### src/rtl/multiplier_ctrl.sv
// Control sequencer for the byte-sliced RV32M multiplier datapath: accepts a request,
// walks LOAD -> C0..C3 -> DRAIN -> DONE and drives every datapath strobe from the state.
module multiplier_ctrl (
    input  logic       clk_i,
    input  logic       rst_ni,
    input  logic       start_i,
    input  logic [2:0] funct3_i,
    input  logic [4:0] rd_i,
    input  logic       kill_i,
    output logic       busy_o,
    output logic       done_o,
    output logic [4:0] rd_o,
    output logic       illegal_o,
    output logic       upper_o,
    output logic       signed_A_o,
    output logic       signed_B_o,
    output logic       reg_A_en_o,
    output logic       reg_B_en_o,
    output logic       mux_B_sel_o,
    output logic       rol_en_o,
    output logic       en_pipe_o,
    output logic       AC_en_o,
    output logic [1:0] shift_amount_o,
    output logic       ac_clr_o,
    output logic [2:0] state_o
);

    // Handshake: a request is taken when start_i=1 while the FSM is in IDLE, or in DONE
    // without kill_i; there is no ready signal and requests seen while busy are dropped.
    typedef enum logic [2:0] {
        S_IDLE  = 3'd0,
        S_LOAD  = 3'd1,
        S_C0    = 3'd2,
        S_C1    = 3'd3,
        S_C2    = 3'd4,
        S_C3    = 3'd5,
        S_DRAIN = 3'd6,
        S_DONE  = 3'd7
    } state_e;

    state_e     state_q, state_d;
    logic [4:0] rd_q;
    logic       upper_q, signed_a_q, signed_b_q, illegal_q;
    logic       can_accept, accept, reject;

    assign can_accept = (state_q == S_IDLE) || ((state_q == S_DONE) && !kill_i);
    assign accept     = can_accept && start_i && !funct3_i[2];
    assign reject     = can_accept && start_i && funct3_i[2];

    always_ff @(posedge clk_i or negedge rst_ni) begin
        if (!rst_ni) begin
            state_q    <= S_IDLE;
            rd_q       <= 5'd0;
            upper_q    <= 1'b0;
            signed_a_q <= 1'b0;
            signed_b_q <= 1'b0;
            illegal_q  <= 1'b0;
        end else begin
            state_q   <= state_d;
            illegal_q <= reject;
            if (accept) begin
                rd_q       <= rd_i;
                // 00 MUL, 01 MULH, 10 MULHSU, 11 MULHU
                upper_q    <= funct3_i[1] | funct3_i[0];
                signed_a_q <= funct3_i[1] ^ funct3_i[0];
                signed_b_q <= funct3_i[0] & ~funct3_i[1];
            end
        end
    end

    always_comb begin
        state_d        = state_q;
        busy_o         = 1'b0;
        done_o         = 1'b0;
        reg_A_en_o     = 1'b0;
        reg_B_en_o     = 1'b0;
        mux_B_sel_o    = 1'b0;
        rol_en_o       = 1'b0;
        en_pipe_o      = 1'b0;
        AC_en_o        = 1'b0;
        ac_clr_o       = 1'b0;
        shift_amount_o = 2'b00;
        case (state_q)
            S_IDLE: begin
                if (accept) state_d = S_LOAD;
            end
            S_LOAD: begin
                busy_o     = 1'b1;
                reg_A_en_o = 1'b1;
                reg_B_en_o = 1'b1;
                ac_clr_o   = 1'b1;
                state_d    = S_C0;
            end
            S_C0: begin
                busy_o      = 1'b1;
                en_pipe_o   = 1'b1;
                AC_en_o     = 1'b1;
                reg_B_en_o  = 1'b1;
                mux_B_sel_o = 1'b1;
                rol_en_o    = 1'b1;
                state_d     = S_C1;
            end
            S_C1: begin
                busy_o         = 1'b1;
                en_pipe_o      = 1'b1;
                AC_en_o        = 1'b1;
                reg_B_en_o     = 1'b1;
                mux_B_sel_o    = 1'b1;
                rol_en_o       = 1'b1;
                shift_amount_o = 2'b01;
                state_d        = S_C2;
            end
            S_C2: begin
                busy_o         = 1'b1;
                en_pipe_o      = 1'b1;
                AC_en_o        = 1'b1;
                reg_B_en_o     = 1'b1;
                mux_B_sel_o    = 1'b1;
                rol_en_o       = 1'b1;
                shift_amount_o = 2'b11;
                state_d        = S_C3;
            end
            S_C3: begin
                // B has been rotated by three bytes; hold it for the last diagonal.
                busy_o         = 1'b1;
                en_pipe_o      = 1'b1;
                AC_en_o        = 1'b1;
                shift_amount_o = 2'b10;
                state_d        = S_DRAIN;
            end
            S_DRAIN: begin
                busy_o    = 1'b1;
                en_pipe_o = 1'b1;
                state_d   = S_DONE;
            end
            S_DONE: begin
                done_o  = 1'b1;
                state_d = accept ? S_LOAD : S_IDLE;
            end
            default: state_d = S_IDLE;
        endcase
        if (kill_i && busy_o) state_d = S_IDLE;
    end

    assign rd_o       = rd_q;
    assign illegal_o  = illegal_q;
    assign upper_o    = upper_q;
    assign signed_A_o = signed_a_q;
    assign signed_B_o = signed_b_q;
    assign state_o    = state_q;

endmodule
### config.mk
export PLATFORM = sky130hd
export DESIGN_NAME = multiplier_ctrl
export DESIGN_NICKNAME = d
export VERILOG_FILES = /design/src/rtl/multiplier_ctrl.sv
export SDC_FILE = /design/constraint.sdc
export NUM_CORES = 1
export LEC_CHECK = 0
export CORE_AREA = 3 3 46 48
export DETAILED_ROUTE_END_ITERATION = 16
export DIE_AREA = 0 0 49 51
export PLACE_DENSITY = 0.74
export SLEW_MARGIN = 40
export SYNTH_ARGS = -nofsm -noshare
export SYNTH_HDL_FRONTEND = slang
export SYNTH_SLANG_ARGS = --single-unit
### constraint.sdc
create_clock -name clk_i -period 4 [get_ports clk_i]
set_input_delay 1.2 -clock clk_i [delete_from_list [all_inputs] [get_ports clk_i]]
set_output_delay 1.2 -clock clk_i [all_outputs]
set_load 0.005 [all_outputs]
==> results of run 1 <==
==> cells in the final DEF, fill, tap and decap left out <==
cell type	count
mux2_2	7
inv_1	4
o21a_1	1
xor2_1	2
mux2i_1	1
nor2_1	5
a21oi_4	1
clkbuf_4	3
and2_1	1
and3_1	1
nor2b_1	2
o21ai_0	3
clkdlybuf4s50_1	34
clkbuf_8	1
dfrtp_1	12
or4_1	1
nand2b_1	1
nand4b_1	1
xnor2_1	2
nand2_1	4
o21bai_1	1
a21oi_1	1
or3_4	1
ha_1	2
==> flip-flops by register name (all words and copies together), names as in the netlist <==
name        cells
rd_o            5
upper_o         1
illegal_o       1
state_o         3
signed_A_o      1
signed_B_o      1
==> area by class of cell <==
class / instances / area, um2 / share of cell area, %
timing repair buffer: 34 / 340.3 / 33.50
sequential: 12 / 300.3 / 29.56
multi-input combinational: 38 / 292.8 / 28.82
clock buffer: 4 / 36.28 / 3.571
tap: 25 / 31.28 / 3.079
inverter: 4 / 15.01 / 1.478
==> cell usage after synthesis, types with 2 or more instances <==
cell	n
buf_1	2
buf_4	2
mux2_2	7
nor2b_1	2
dfrtp_1	12
nand2_1	4
xor2_1	2
o21ai_0	3
xnor2_1	2
inv_1	4
nor2_1	5
ha_1	2
==> power groups by stage <==
stage,clock network [mW],logic (mW),registers (mW)
finish,0.0949,0.393,0.228
global route,0.105,0.426,0.240
CTS,0.0997,0.400,0.229
detailed placement,0,0.399,0.230
global placement,0,0.396,0.228
floorplan,0,0.195,0.210
==> per-stage QoR <==
step | utilization [%] | cells | area (um2) | power, mW | setup WS, ns
6_report | 58.21 | 117 | 1016 | 0.7154 | 0.9324
3_3_place_gp | 56.13 | 113 | 979.7 | 0.6239 | 1.216
4_1_cts | 58.21 | 117 | 1016 | 0.7282 | 0.9043
2_1_floorplan | - | 59 | 641.9 | 0.4048 | 1.628
3_5_place_dp | 56.13 | 113 | 979.7 | 0.6292 | 1.169
5_1_grt | 58.21 | 117 | 1016 | 0.7703 | 0.8391
==> worst min-delay path by stage <==
stage               slack, ns  startpoint          to  cells after the start
floorplan                0.51     rd_o[0]     rd_o[0]                      1
global placement         0.49  signed_A_o  signed_A_o                      1
detailed placement       0.50     rd_o[0]     rd_o[0]                      1
CTS                      0.51     rd_o[0]     rd_o[0]                      1
global route             0.53     rd_o[0]     rd_o[0]                      1
finish                   0.51     rd_o[0]     rd_o[0]                      1
==> kinds of logic after synthesis <==
| family | after synthesis |
|---|---|
| xor gates and xnor gates | 4 |
| DFF | 12 |
| muxes | 8 |
| adders and majority gates | 2 |
| buffers and inverters | 9 |
| and+or+nand+nor | 17 |
| AOI/OAI and AO/OA | 7 |
==> layer usage <==
| metal | up-vias | routed length (um) | share of wire (%) |
|---|---|---|---|
| li1 | 259 | - | - |
| met4 | 0 | 25 | 1.9 |
| met2 | 14 | 679 | 52 |
| met1 | 249 | 537 | 41 |
| met5 | - | 0 | 0 |
| met3 | 4 | 64 | 4.9 |
==> metrics.cfg, run 1 <==
[pwr]
p_int_mw = 0.5030
power.density_nw_per_um2 = 704.2
vdd_ir_drop_max_mv = 0.3457
leakagePower_nw = 0.4288
power_frac_clock_pct = 13.3
power.share.switching_pct = 29.69
switchingPower_mw = 0.2124
seqPwrFrac_pct = 31.8
combPwrFrac_pct = 54.9

[synth]
syn_inst = 59
synth_edf_count = 0
syn_avg_cell_area_um2 = 10.88
synth_compound_area_share_pct = 7.992
yosys-mux-area-fraction_pct = 13.84
ys_seq_elements = 12
yosys.area_share.simple_pct = 14.42
synth.largest_area_cell = dfrtp_1
async_reset_ff_share_pct = 100.0
synth_top_cells_by_area = dfrtp_1, mux2_2, ha_1
yosysSeqAreaShare_pct = 46.78
synth_area_um2 = 641.9
synth_xor_xnor_area_share_pct = 5.458
synth_top_area_share_pct = 46.78
synthFlopType = dfrtp_1
synth_top_family_by_area = simple AND/OR/NAND/NOR gates
synthAdderAreaFrac_pct = 3.899
yosysUniqueCellTypes = 24
synth_warnings = 0
syn_nets = 73

[worst_setup_path]
critPathBufInv = 1
r2r_slack_ns = 2.21
crit_arrival_ns = 1.87
reg2reg_to = rd_o[4]
cpLargestDelayFamily = simple AND/OR/NAND/NOR gates
worstSetupStartpointType = flop
crit_chain = or3_4, nor2b_1, clkdlybuf4s50_1
worstSetupEndpointType = output pin
crit_slowest_cell = dfrtp_1
cp.depth = 3
crit_required_ns = 2.80
crit_path_max_fanout = 15
slowest_delay_ns = 0.53
reg2reg_from = state_o[2]
crit_type = reg2out
cp-endpoint = busy_o
ff2ff_path_depth = 3
crit_start = state_o[2]

[global_routing]
use_met2_pct = 19.23
grt_use_met3_pct = 4.956
grt_max_degree = 16
grt_pass1_wl_mm = 2.214
antenna_found_initial = 0
grt_usage_pct = 11.73
grt_use_met1_pct = 13.14
grt_pass1_vias = 516
grt_overflow_total = 0
grt.busiest_layer = met2

[timing]
period_minus_slack_ns = 3.068
period_share_pct = 76.69
drv_slew = 0
hold_violations = 0
slew_headroom_pct = 64.41
max_freq_mhz = 326.0
skew_ns = 0.001287
hold_slack_ns = 0.5078
tightest_slew_ns = 0.5322
rsz0062_at_grt = no
setup_violations = 0
setup_tns_ns = 0

[clock_tree]
cts_root_buf = clkbuf_4
clk_pin_slew_ns = 0.07
clk_latency_ns = 0.27
postCtsHoldBufs = 0
cts_tree = done
htree_num_levels = 1
numClockSinks = 12
cts_buffers = 3
clock_path_buffers = 2
cts_resized = 0
post_cts_buffers = 0

[die]
io-pin-count = 35
die_area_um2 = 2499
start_util_pct = 36.77
coreArea_um2 = 1745
fp.dieW_um = 49
die_height_um = 51
rows = 15

[route]
viasPerCell = 4.496
wl_per_cell_um = 11.16
drtAntennaViolNets = 0
drtIter0Drc = 7
vias = 526
routed_wl_mm = 1.306
dr.pass1.iters = 2
drc = 0

[finish]
num-fill-cells = 158
antenna_cells = 0
area_growth_pct = 58.28
drive_above_1_share_pct = 14.13
fin_nets = 107

[min_path]
hp-class = reg2reg

[place]
hpwl_mm = 1.048
io_buffers = 34
finalWeightedCongestion = 0.6813

[status]
status = completed

[flow_run]
cap_violations = 0

Power figures use the tool's default switching activity.
==> run 2, diff against run 1 <==
==> constraint.sdc (replaced) <==
create_clock -name clk_i -period 3.2 [get_ports clk_i]
set_input_delay 0.96 -clock clk_i [delete_from_list [all_inputs] [get_ports clk_i]]
set_output_delay 0.96 -clock clk_i [all_outputs]
set_load 0.005 [all_outputs]
==> results of run 2 <==
The final DEF is identical to that of run 1. Status: completed.
Among the figures that moved: setup slack after placement 1.169 ns -> 0.6094 ns; setup slack after layout 0.9324 ns -> 0.3724 ns; register-to-register setup slack 2.21 ns -> 1.41 ns; total power 0.7154 mW -> 0.8943 mW; worst IR drop on VDD 0.3457 mV -> 0.4321 mV
==> run 3, diff against run 2 <==
--- a/config.mk
+++ b/config.mk
@@ -5,6 +5,7 @@
 export SDC_FILE = /design/constraint.sdc
 export NUM_CORES = 1
 export LEC_CHECK = 0
+export CAP_MARGIN = 5
 export CORE_AREA = 3 3 46 48
 export DETAILED_ROUTE_END_ITERATION = 16
 export DIE_AREA = 0 0 49 51
==> results of run 3 <==
The final DEF is identical to that of run 1. Status: completed.
Among the figures that moved: setup slack after placement 1.169 ns -> 0.6094 ns; setup slack after layout 0.9324 ns -> 0.3724 ns; register-to-register setup slack 2.21 ns -> 1.41 ns; total power 0.7154 mW -> 0.8943 mW; worst IR drop on VDD 0.3457 mV -> 0.4321 mV
==> patch 1: new RTL, flow settings as in run 3 <==
Put a register stage on the output `reg_B_en_o`, without a reset. The value now appears one clock later. The other outputs are not delayed to match.
--- a/src/rtl/multiplier_ctrl.sv
+++ b/src/rtl/multiplier_ctrl.sv
@@ -38,6 +38,8 @@
         S_DONE  = 3'd7
     } state_e;
 
+    logic reg_B_en_d;
+
     state_e     state_q, state_d;
     logic [4:0] rd_q;
     logic       upper_q, signed_a_q, signed_b_q, illegal_q;
@@ -73,7 +75,7 @@
         busy_o         = 1'b0;
         done_o         = 1'b0;
         reg_A_en_o     = 1'b0;
-        reg_B_en_o     = 1'b0;
+        reg_B_en_d     = 1'b0;
         mux_B_sel_o    = 1'b0;
         rol_en_o       = 1'b0;
         en_pipe_o      = 1'b0;
@@ -87,7 +89,7 @@
             S_LOAD: begin
                 busy_o     = 1'b1;
                 reg_A_en_o = 1'b1;
-                reg_B_en_o = 1'b1;
+                reg_B_en_d = 1'b1;
                 ac_clr_o   = 1'b1;
                 state_d    = S_C0;
             end
@@ -95,7 +97,7 @@
                 busy_o      = 1'b1;
                 en_pipe_o   = 1'b1;
                 AC_en_o     = 1'b1;
-                reg_B_en_o  = 1'b1;
+                reg_B_en_d  = 1'b1;
                 mux_B_sel_o = 1'b1;
                 rol_en_o    = 1'b1;
                 state_d     = S_C1;
@@ -104,7 +106,7 @@
                 busy_o         = 1'b1;
                 en_pipe_o      = 1'b1;
                 AC_en_o        = 1'b1;
-                reg_B_en_o     = 1'b1;
+                reg_B_en_d     = 1'b1;
                 mux_B_sel_o    = 1'b1;
                 rol_en_o       = 1'b1;
                 shift_amount_o = 2'b01;
@@ -114,7 +116,7 @@
                 busy_o         = 1'b1;
                 en_pipe_o      = 1'b1;
                 AC_en_o        = 1'b1;
-                reg_B_en_o     = 1'b1;
+                reg_B_en_d     = 1'b1;
                 mux_B_sel_o    = 1'b1;
                 rol_en_o       = 1'b1;
                 shift_amount_o = 2'b11;
@@ -149,4 +151,8 @@
     assign signed_B_o = signed_b_q;
     assign state_o    = state_q;
 
+    always_ff @(posedge clk_i) begin
+        reg_B_en_o <= reg_B_en_d;
+    end
+
 endmodule
Behaviour: not the same (a bounded check fails within 4 cycles, from zero or initial values and one cycle with rst_ni low).
==> patch 1 against run 3 <==
Combinational power shrank 3%; clock skew increased by 1.2 ps; sequential cell count grew 1; global-route usage decreased by 0.13 points; worst hold slack hardly changed; sequential share of layout area grew 1.7 points; worst setup slack better by 44 ps; synthesized area up 4.9%; wire length is 6.0% higher; first-iteration DRC count shrank 43%; cell area increased by 0.74%; core utilization increased by 0.43 points; total power shrank 2.2%.
==> patch 1: results (changes against run 3) <==
* Status: finished clean
* Pleak at 0.446 nW (+4.0%)
* Routed length on met1 at 579 um (+7.8%)
* Worst hold margin at 508 ps (+0.210 ps)
* Worst r2r dst: rd_o[1]
* Xor/xnor share of the synthesized area at 2.60% (-2.9 points)
* H-tree levels at 1 (unchanged)
* Final WL at 1390 um (+6.0%)
* Top cells by area, synth: dfrtp_1, mux2_2, buf_6
* Total CTS buffers at 3 (unchanged)
* Adder-cell area share of the yosys netlist at 3.72% (-0.18 points)
* M3 GR Usage at 2.04% (-2.9 points)
* Number of global-route vias before repair at 490 (-5.0%)
* Post_cts resized at 0 (unchanged)
* PortBufs at 34 (unchanged)
* R2R Setup Slk at 1460 ps (+50 ps)
* Seq/Total Area, Yosys at 47.6% (+0.80 points)
* Worst reg2reg path depth at 3 (unchanged)
* Clk_skew at 2.53 ps (+1.24 ps)
* Sink of the worst hold path: rd_o[2]
* CP max FO at 12 (-3)
* Beginning of the worst hold path: rd_o[2]
* Met2 Wirelength at 774 um (+14%)
* Top post-synthesis cells by count: dfrtp_1, mux2_2, nor2_1
* Max_cap viols at 0 (unchanged)
* Post-synthesis mux area share at 13.2% (-0.64 points)
* Compound-Gate Fraction of Synth Area at 8.36% (+0.37 points)
* Filler cells at 154 (-2.5%)
* Ys Warns at 0 (unchanged)
* Iter 0 DRT Violations at 4 (-3)
* Synth async-reset ratio at 92.3% (-7.7 points)
* Synth unique cells at 26 (+8.3%)
* GP Congestion at 0.714 (+4.8%)
* Max reg flops at 5 (unchanged)
* First-pass GRT wire length at 2280 um (+2.8%)
* Routed vias at 513 (-2.5%)
* Top Layer Used: met3
* GR Layer Usage met1 at 14.8% (+1.6 points)
* Met3 wire length at 30 um (-53%)
* Setup Buffers After CTS at 0 (unchanged)
* Crit path DAT at 1820 ps (-50 ps)
* Final nets at 107 (unchanged)
* Share of cells above drive strength 1 at 19.6% (+5.4 points)
* Maximum vdd ir drop at 405 uV (-6.2%)
* Rel. slew slack at 65.2% (+0.80 points)
* NetSw at 0.000264 W (-0.62%)
* GR Util met2 at 19.7% (+0.45 points)
* All-Layer GR Usage at 11.6% (-0.13 points)
* Hpwl dp at 1150 um (+9.4%)
* DRT Pass-1 Iters at 4 (+2)
* Pin count of the biggest net entering global routing at 13 (-3)
==> patch 1: metrics by stage <==
stage / util [%] / power, W / std cells / setup WS (ps) / instance area, um^2
6_report: 58.6 / 0.000875 / 117 / 416 / 1020
5_1_grt: 58.6 / 0.000943 / 117 / 258 / 1020
4_1_cts: 58.6 / 0.000888 / 117 / 402 / 1020
3_5_place_dp: 57.1 / 0.000787 / 113 / 625 / 996
3_3_place_gp: 57.1 / 0.000780 / 113 / 666 / 996
2_1_floorplan: - / 0.000531 / 59 / 1100 / 673
==> patch 1: critical path: stages (launching register included) <==
cell	delay, ps
dfrtp_1	500
nand2b_1	240
o21ai_0	260
clkdlybuf4s50_1	560
==> patch 1: worst max path at each step <==
| stage | start | slack [ps] | endpoint | cells after the start |
|---|---|---|---|---|
| 4_1_cts | state_o[1] | 400 | rol_en_o | 3 |
| 3_3_place_gp | kill_i | 670 | rd_o[4] | 4 |
| 2_1_floorplan | state_o[1] | 1100 | rol_en_o | 4 |
| 3_5_place_dp | kill_i | 620 | rd_o[1] | 4 |
| 6_report | state_o[1] | 420 | rol_en_o | 3 |
| 5_1_grt | state_o[1] | 260 | rol_en_o | 3 |
==> patch 1: power groups by stage <==
stage	logic, W	clock network [W]	registers (W)
2_1_floorplan	0.000249	0	0.000282
3_3_place_gp	0.000482	0	0.000299
3_5_place_dp	0.000484	0	0.000303
4_1_cts	0.000486	0.000103	0.000299
5_1_grt	0.000516	0.000115	0.000312
6_report	0.000477	0.0000987	0.000299
==> patch 1: cell type report <==
class	instances	area share (%)
inverter	4	1.47
clock buffer	3	2.20
multi-input combinational	37	28.2
sequential	13	31.3
clock inverter	1	0.489
tap	25	3.06
timing repair buffer	34	33.3
==> patch 2: new RTL, flow settings as in run 3 <==
Made on the original files. The output `illegal_o` loses its register stage (`illegal_q` becomes a continuous assignment).
--- a/src/rtl/multiplier_ctrl.sv
+++ b/src/rtl/multiplier_ctrl.sv
@@ -54,10 +54,8 @@
             upper_q    <= 1'b0;
             signed_a_q <= 1'b0;
             signed_b_q <= 1'b0;
-            illegal_q  <= 1'b0;
         end else begin
             state_q   <= state_d;
-            illegal_q <= reject;
             if (accept) begin
                 rd_q       <= rd_i;
                 // 00 MUL, 01 MULH, 10 MULHSU, 11 MULHU
@@ -67,6 +65,8 @@
             end
         end
     end
+
+    assign illegal_q = reject;
 
     always_comb begin
         state_d        = state_q;
Check against the original RTL: not equivalent (a bounded check fails within 4 cycles, from zero or initial values and one cycle with rst_ni low).
==> patch 2 against run 3 <==
Worst setup slack worse by 180 ps; synthesized area down 2.1%; sequential cell count down 1; register-to-register slack better by 40 ps; core utilization down 1.4 points; wire length down 1.4%; worst hold slack worse by 1.7 ps; total power down 6.2%; cell area down 2.5%; first-iteration DRC count up 14%; die area unchanged; count of clock-buffer cells in the layout unchanged; final cell count unchanged; clock power down 24%; critical endpoint is now illegal_o; largest cell class unchanged; largest power group unchanged.
==> patch 2: results (changes against run 3) <==
* Status: finished clean
* Data buffer area share at 35.7% (+2.2 points)
* CP max FO at 2 (-13)
* Fraction of area in multi-input gates at 29.2% (+0.35 points)
* GP Congestion at 0.720 (+5.7%)
* Clk_skew at 2.01 ps (+0.726 ps)
* CP top delay family: buffers and inverters
* Slowest Stage Delay on Critical Path at 430 ps (-100 ps)
* Worst setup path startpoint: kill_i
* All-Layer GR Usage at 11.1% (-0.59 points)
* Signal buffers at 36 (+5.9%)
* Seq/Total Area, Yosys at 43.8% (-3.0 points)
* Via-per-instance ratio at 4.46 (-0.76%)
* Ys Warns at 0 (unchanged)
* Top post-synthesis cells by count: dfrtp_1, mux2_2, nor2_1
* FF/Latch Area at 275 um^2 (-8.3%)
* Clock buffers at 4 (unchanged)
* DR WL/cell at 11.0 um (-1.4%)
* Pin count of the biggest net entering global routing at 13 (-3)
* Filler cells at 159 (+0.63%)
* Worst r2r dst: signed_B_o
* Pleak at 0.434 nW (+1.3%)
* Synth unique cells at 25 (+4.2%)
* Worst reg2reg path depth at 3 (unchanged)
* R2R Setup Slk at 1450 ps (+40 ps)
* Clock-cell share at 2.65% (-0.92 points)
* FMAX at 333 MHz (-5.8%)
* Hpwl dp at 1060 um (+0.93%)
* First-pass GRT wire length at 2190 um (-0.90%)
* Maximum vdd ir drop at 408 uV (-5.5%)
* CP max stage cell: clkdlybuf4s50_1
* CP endpoint: illegal_o
* Hold path depth at 1 (unchanged)
* DRT Pass-1 Iters at 4 (+2)
* Worst-Skew Late Latency at roughly 260 ps
* Number of global-route vias before repair at 523 (+1.4%)
* Placement Setup Slack at -67.6 ps (-677 ps)
* Top cells by area, synth: dfrtp_1, mux2_2, buf_6
* Hold Path Class: register to register
* Iter 0 DRT Violations at 8 (+1)
* Count of multi-input gates at 37 (-2.6%)
* Cells after synthesis at 57 (-3.4%)
* Sink Count at 11 (-1)
* Syn nets at 71 (-2.7%)
[patch 2: what timing repair did]
action / 4_1_cts / 5_1_grt
gates resized for setup: 1 / 0
hold buffers: 0 / 0
endpoints found under the setup margin: 1 / 0
[patch 2: how the worst min path moves through the flow]
stage	to	start	slack, ps
after global placement	rd_o[4]	rd_o[4]	490
after CTS	rd_o[2]	rd_o[2]	510
after floorplan	rd_o[0]	rd_o[0]	510
final	rd_o[2]	rd_o[2]	510
after detailed placement	rd_o[2]	rd_o[2]	500
after global routing	rd_o[4]	rd_o[4]	530
[patch 2: routing by layer]
layer | global-route usage (%) | wire length [um]
met1 | 11.4 | 568
met2 | 20.6 | 611
met3 | 4.08 | 108
met4 | 4.27 | 0
met5 | 0 | 0
[patch 2: kinds of logic after synthesis]
| family | count (synthesis) | share of synthesized area [%] |
|---|---|---|
| compound gates | 7 | 8.97 |
| xor+xnor | 2 | 2.79 |
| fa+ha+maj | 2 | 3.98 |
| buf+inv | 9 | 10.2 |
| flops | 11 | 43.8 |
| mux | 8 | 14.1 |
| simple gates | 18 | 16.1 |
[patch 2: power by group]
part	total [W]	internal, W	switching, W
clock network	0.0000899	0.0000481	0.0000419
registers	0.000264	0.000201	0.0000628
logic	0.000485	0.000337	0.000148
[patch 2: metrics by stage]
step	TNS, ps	hold WS, ps	instance area, um^2	power [W]	utilization [%]
floorplan	0	505	628	0.000497	-
global placement	-27.0	490	966	0.000749	55.3
detailed placement	-67.6	498	966	0.000759	55.3
CTS	0	511	991	0.000852	56.8
global route	0	533	991	0.000908	56.8
finish	0	506	991	0.000839	56.8
[patch 2: worst reg2reg max path: stages, from the launching register on]
cell,delay (ps)
dfrtp_1,510
or3_4,460
a21boi_4,300
mux2_2,370
